--- src/rtl/io_bus_ctrl.sv ---
// Memory-mapped IO block: synchronized and debounced KEY/SW inputs, sticky key-press flags,
// a prescaled free-running timer and three display registers behind a 16-bit register window.
module io_bus_ctrl #(
    parameter int DBITS       = 16,
    parameter int DEB_CYCLES  = 50000,
    parameter int TICK_CYCLES = 50000
) (
    input  logic             CLK,
    input  logic             RESET,
    input  logic [DBITS-1:0] ADDR,
    input  logic [DBITS-1:0] WDATA,
    input  logic             WE,
    input  logic [3:0]       KEY,
    input  logic [9:0]       SW,
    output logic [DBITS-1:0] RDATA,
    output logic             IOSEL,
    output logic [DBITS-1:0] HEXOUT,
    output logic [9:0]       LEDROUT,
    output logic [7:0]       LEDGOUT
);

    localparam int NIN = 14;
    localparam logic [NIN-1:0] IN_RST = {10'b0, 4'hF};
    localparam int DCW = $clog2(DEB_CYCLES + 1);
    localparam int PCW = $clog2(TICK_CYCLES + 1);

    localparam logic [DBITS-1:0] A_KEY   = {{(DBITS-4){1'b1}}, 4'h0};
    localparam logic [DBITS-1:0] A_SW    = {{(DBITS-4){1'b1}}, 4'h2};
    localparam logic [DBITS-1:0] A_KFLAG = {{(DBITS-4){1'b1}}, 4'h4};
    localparam logic [DBITS-1:0] A_TCNT  = {{(DBITS-4){1'b1}}, 4'h6};
    localparam logic [DBITS-1:0] A_HEX   = {{(DBITS-4){1'b1}}, 4'h8};
    localparam logic [DBITS-1:0] A_LEDR  = {{(DBITS-4){1'b1}}, 4'hA};
    localparam logic [DBITS-1:0] A_LEDG  = {{(DBITS-4){1'b1}}, 4'hC};

    // KEY occupies bits [3:0], SW bits [13:4] of every input-path vector
    logic [NIN-1:0] sync_p0, sync_p1, acc, acc_nxt;
    logic [DCW-1:0] deb_cnt [NIN];
    logic [DCW-1:0] cnt_nxt [NIN];
    logic [PCW-1:0] presc;
    logic [DBITS-1:0] tcnt;
    logic [3:0] kflag, press, kclr;
    logic wr_kflag, wr_tcnt, wr_hex, wr_ledr, wr_ledg;

    // Stage p0/p1: two-flop synchronizer for the asynchronous inputs
    always_ff @(posedge CLK) begin
        if (RESET) begin
            sync_p0 <= IN_RST;
            sync_p1 <= IN_RST;
        end else begin
            sync_p0 <= {SW, KEY};
            sync_p1 <= sync_p0;
        end
    end

    always_comb begin
        acc_nxt = acc;
        for (int i = 0; i < NIN; i++) begin
            cnt_nxt[i] = '0;
            if (sync_p1[i] != acc[i]) begin
                if (deb_cnt[i] == DCW'(DEB_CYCLES - 1))
                    acc_nxt[i] = sync_p1[i];
                else
                    cnt_nxt[i] = deb_cnt[i] + DCW'(1);
            end
        end
    end

    // Keys are active-low, so a press is an accepted 1->0 transition
    assign press = acc[3:0] & ~acc_nxt[3:0];

    assign wr_kflag = WE && (ADDR == A_KFLAG);
    assign wr_tcnt  = WE && (ADDR == A_TCNT);
    assign wr_hex   = WE && (ADDR == A_HEX);
    assign wr_ledr  = WE && (ADDR == A_LEDR);
    assign wr_ledg  = WE && (ADDR == A_LEDG);
    assign kclr     = wr_kflag ? WDATA[3:0] : 4'h0;

    always_ff @(posedge CLK) begin
        if (RESET) begin
            acc     <= IN_RST;
            for (int i = 0; i < NIN; i++) deb_cnt[i] <= '0;
            kflag   <= '0;
            presc   <= '0;
            tcnt    <= '0;
            HEXOUT  <= '0;
            LEDROUT <= '0;
            LEDGOUT <= '0;
        end else begin
            acc     <= acc_nxt;
            deb_cnt <= cnt_nxt;
            // A press landing on the same edge as its clear wins
            kflag   <= (kflag & ~kclr) | press;
            if (wr_tcnt) begin
                tcnt  <= WDATA;
                presc <= '0;
            end else if (presc == PCW'(TICK_CYCLES - 1)) begin
                tcnt  <= tcnt + DBITS'(1);
                presc <= '0;
            end else begin
                presc <= presc + PCW'(1);
            end
            if (wr_hex)  HEXOUT  <= WDATA;
            if (wr_ledr) LEDROUT <= WDATA[9:0];
            if (wr_ledg) LEDGOUT <= WDATA[7:0];
        end
    end

    assign IOSEL = (ADDR[DBITS-1:4] == '1);

    // Reads during reset present the reset values, not the stale register contents
    always_comb begin
        RDATA = DBITS'(16'hDEAD);
        case (ADDR)
            A_KEY:   RDATA = RESET ? DBITS'(4'hF) : DBITS'(acc[3:0]);
            A_SW:    RDATA = RESET ? '0 : DBITS'(acc[13:4]);
            A_KFLAG: RDATA = RESET ? '0 : DBITS'(kflag);
            A_TCNT:  RDATA = RESET ? '0 : tcnt;
            A_HEX:   RDATA = RESET ? '0 : HEXOUT;
            A_LEDR:  RDATA = RESET ? '0 : DBITS'(LEDROUT);
            A_LEDG:  RDATA = RESET ? '0 : DBITS'(LEDGOUT);
            default: RDATA = DBITS'(16'hDEAD);
        endcase
    end

endmodule

--- config.mk ---
export PLATFORM = sky130hd
export DESIGN_NAME = io_bus_ctrl
export DESIGN_NICKNAME = d
export VERILOG_FILES = /design/src/rtl/io_bus_ctrl.sv
export SDC_FILE = /design/constraint.sdc
export NUM_CORES = 1
export LEC_CHECK = 0
export CORE_ASPECT_RATIO = 1.4
export CORE_MARGIN = 2
export CORE_UTILIZATION = 50
export DETAILED_ROUTE_END_ITERATION = 12
export MAX_ROUTING_LAYER = met4
export PLACE_DENSITY = 0.72
export SLEW_MARGIN = 20
export SYNTH_ARGS = -nofsm -noshare
export SYNTH_HDL_FRONTEND = slang
export SYNTH_SLANG_ARGS = --single-unit
--- constraint.sdc ---
create_clock -name CLK -period 2.8 [get_ports CLK]
set_clock_uncertainty 0.2 [all_clocks]
set_input_delay 0.7 -clock CLK [delete_from_list [all_inputs] [get_ports CLK]]
set_output_delay 0.7 -clock CLK [all_outputs]
set_load 0.1 [all_outputs]
==> results_tabular.tex <==
\begin{tabular}{lr}
\hline
Metric & Value \\
\hline
\multicolumn{2}{l}{\textbf{Yosys}} \\
Top cell type by total area after synthesis & dfxtp\_1 \\
Combinational family with the most area after synthesis & simple AND/OR/NAND/NOR gates \\
Post-synthesis simple-gate area fraction & 28.1\% \\
Number of instances in the synthesized netlist & 1637 \\
Most common cell in the synthesized netlist & dfxtp\_1 \\
Count of state elements after synthesis & 336 \\
Leading cell types by count after synthesis & dfxtp\_1 (336), nor2\_1 (333), xnor2\_1 (121) \\
Synth Flop Type & dfxtp\_1 \\
Area share of fa/ha/maj cells after synthesis & under 10\% \\
Proportion of synthesized area in mux cells & 2.15\% \\
Compound-Gate Fraction of Synth Area & 4.81\% \\
Fraction of synthesized cell area in xor and xnor cells & 14.1\% \\
Area fraction of the dominant cell type after synthesis & 46.1\% \\
Number of enable-type register cells in the synthesized netlist & 0 \\
Total nets after synthesis & about 1700 \\
Sequential fraction of the synthesis area & between 40\% and 50\% \\
Mean instance size in the synthesized netlist & 8.90 um2 \\
Synthesis warning total & 0 \\
Synthesized cell area & 14600 um2 \\
Share of flip-flops with an asynchronous set or reset after synthesis & 0\% \\
Number of library cell types mapped by synthesis & a little under 60 \\
Cell types occupying the most area after synthesis & dfxtp\_1 (46\%), nor2\_1 (8.6\%), xnor2\_1 (7.3\%), xor2\_1 (6.8\%), nand3\_1 (3.0\%) \\
\multicolumn{2}{l}{\textbf{Critical path}} \\
Worst stage delay on the critical path & 520 ps \\
Crit Path Class & input port to primary output \\
Arrival time at the worst endpoint & 2440 ps \\
Worst Setup End Kind & primary output \\
Required time at the endpoint of the critical path & about 1900 ps \\
Largest fanout on the critical path & 5 \\
CP startpoint kind & input port \\
FF-to-FF path depth & 4 \\
CP Launch Point & ADDR[2] \\
Crit path max-delay cell type & or4b\_4 \\
Critical path cell sequence & buf\_2, or4b\_4, buf\_6, nor4\_4, buf\_4, a222oi\_1, a21oi\_4, buf\_12 \\
Critical R2R Launch & deb\_cnt[59]\$\_SDFF\_PP0\_ \\
\multicolumn{2}{l}{\textbf{Drt}} \\
Per-cell via count in the routed design & 5.34 \\
Count of nets left with antenna violations after detail routing & 0 \\
DRC violations left & 0 \\
TritonRoute pass-1 iters & 8 \\
Drt wl/cell & roughly 15 um \\
DR vias & 11600 \\
Count of routing violations after the opening detailed-route iteration & 577 \\
Post-detailed-routing wire length & 32900 um \\
\multicolumn{2}{l}{\textbf{Floorplanning}} \\
Horizontal die dimension & approximately 150 um \\
Std cell rows & 74 \\
Starting utilization of the core area & 50.3\% \\
I/O pin cnt & 100 \\
Die area & 30600 um2 \\
Vertical extent of the die & $\sim$210 um \\
Placeable Area & 29000 um2 \\
\multicolumn{2}{l}{\textbf{CTS}} \\
Cell at the root of the clock tree & clkbuf\_16 \\
Num CTS Buffers & 35 \\
Insertion delay of the later-clocked pin in the worst-skew pair & 520 ps \\
Number of sinks handled by clock tree synthesis & roughly 340 \\
Bufs on Longest Clock Path & 3 \\
CTS tree & done \\
Clock transition at the registers of the reported paths & 60 ps \\
Total number of H-tree levels & 2 \\
\multicolumn{2}{l}{\textbf{Place}} \\
Weighted congestion reported at the end of routability-driven placement & 0.895 \\
I/O Buffers & 99 \\
Pre-CTS setup slack & -924 ps \\
Half-perimeter wire length after placement & 23100 um \\
\multicolumn{2}{l}{\textbf{Pwr}} \\
Total power of the final layout & roughly 0.0098 W \\
Ratio of total power to cell area & 543 nW/um2 \\
Clock share of power & 47.9\% \\
Relative contribution of sequential cells to total power & 49.4\% \\
Power spent charging and discharging nets & 0.00202 W \\
Maximum ir drop on the vdd rail & 0.497 mV \\
Leakage & 6.12 nW \\
Internal cell power & $\sim$0.0078 W \\
Combinational share of power & around 2.7\% \\
Switching Fraction & between 20\% and 30\% \\
\multicolumn{2}{l}{\textbf{Outcome}} \\
Violations in the final reports & setup timing \\
Result of the run & complete, but fails checks \\
\multicolumn{2}{l}{\textbf{STA}} \\
Total count of max-transition violations in the final report & 0 \\
Final worst-path cycle share & 119\% \\
Final-report hold violation count & 0 \\
Unrepaired setup endpoints after global routing & yes \\
Final setup viols & 16 \\
Top achievable clock speed & 0.299 GHz \\
Final worst path period need & 3340 ps \\
Setup slack of the critical path after layout & -542 ps \\
Worst-case headroom to the max-slew limit & about three fifths \\
Final sum of negative setup slack & -6970 ps \\
Transition at the pin with the smallest max-transition slack & between 500 and 600 ps \\
\multicolumn{2}{l}{\textbf{Run}} \\
Max\_cap viols & 0 \\
\multicolumn{2}{l}{\textbf{Finish}} \\
Final net count & roughly 1800 \\
Final Util & a little over 60\% \\
Fraction of layout instances using a drive strength above 1 & 15.1\% \\
Layout-stage area growth over the synthesis result & 23.5\% \\
\multicolumn{2}{l}{\textbf{GRT}} \\
Global router's overall resource usage & 22.3\% \\
Global-route wire length before repair & 54600 um \\
Number of antenna violations at the first check in global routing & 1 \\
Congestion Overflow GR & 0 \\
Via count of the first global-routing pass & 11300 \\
Pin count of the biggest net entering global routing & 43 \\
\multicolumn{2}{l}{\textbf{Hold path}} \\
HP Class & register to register \\
Startpoint of the most critical hold path & sync\_p0[1]\$\_SDFF\_PP1\_ \\
Cell count of the worst hold path & 1 \\
\hline
\end{tabular}
[state kept, by name, summed over array words and instances, names as in the netlist]
register,count
acc,14
LEDROUT,10
sync_p1,14
tcnt,16
presc,16
HEXOUT,16
deb_cnt,224
sync_p0,14
LEDGOUT,8
kflag,4
[power groups by stage]
stage	sequential, W	clock, W	combinational (W)
3_3_place_gp	0.00493	0	0.000251
2_1_floorplan	0.00493	0	0.000119
5_1_grt	0.00483	0.00498	0.000279
3_5_place_dp	0.00493	0	0.000254
4_1_cts	0.00483	0.00480	0.000259
6_report	0.00483	0.00468	0.000259
[timing repair]
item,4_1_cts,5_1_grt
resized for setup,115,6
setup endpoints to repair,17,17
hold buffers,0,0
pin swaps,29,17
buffers inserted,12,7
[path summary, 6_finish.rpt]
| check | endpoint | slack (ps) |
|---|---|---|
| max | RDATA[6] | -540 |
| min | sync_p1[1]$_SDFF_PP1_ | 210 |
| min reg2reg | sync_p1[1]$_SDFF_PP1_ | 210 |
| max reg2reg | deb_cnt[61]$_SDFF_PP0_ | 470 |
[metal layers]
| metal | track usage, % | share of wire (%) | vias up |
|---|---|---|---|
| met2 | 39.2 | 51 | 227 |
| met4 | 7.72 | 3.1 | 0 |
| met5 | - | 0 | - |
| met3 | 3.36 | 4.2 | 82 |
| li1 | - | - | 5851 |
| met1 | 25.9 | 42 | 5483 |
[area by class of cell]
type | count | area, um2
well taps | 380 | 475
repair buffers | 169 | 1700
inverters | 35 | 144
fillers | 2409 | 11000
flip-flops and latches | 336 | 6730
multi-input cells | 1199 | 7790
diodes | 1 | 2.50
clock buffers | 50 | 1060
clock inverters | 9 | 98.8
[critical path: cells and delay by family]
family                 cells  cell delay, ps
AO/OA/AOI/OAI              2             370
buffers and inverters      4             670
AND/OR/NAND/NOR            2             700
[logic make-up (layout without fill, tap and decap cells)]
family          after synthesis  in the layout
simple gates                814            814
compound gates              104            104
other cells                   0              1
flops                       336            336
buf+inv                     102            263
xor+xnor                    234            234
fa+ha+maj                    16             16
mux                          31             31
[per-stage QoR]
step / hold WS, ps / cells / area [um2]
6_report: 208 / 2179 / 18000
5_1_grt: 209 / 2179 / 18000
4_1_cts: 207 / 2173 / 17900
3_5_place_dp: 195 / 2106 / 16600
3_3_place_gp: 193 / 2106 / 16600
2_1_floorplan: 189 / 1637 / 14900
[cell usage in the layout (no fill, tap or decap), drive strengths merged, types with 23 or more instances in the layout]
cell type	synthesis	final
a21oi	33	33
nor2b	28	28
nand2	111	111
mux2i	28	28
inv	34	34
clkbuf	34	50
clkdlybuf4s50	0	31
nand3	87	87
buf	33	138
nor3	37	37
nand4	53	53
xor2	113	113
and3	34	34
dfxtp	336	336
nor2	333	333
xnor2	121	121
or3	23	23
No activity file was read; power rests on OpenSTA's default activity.
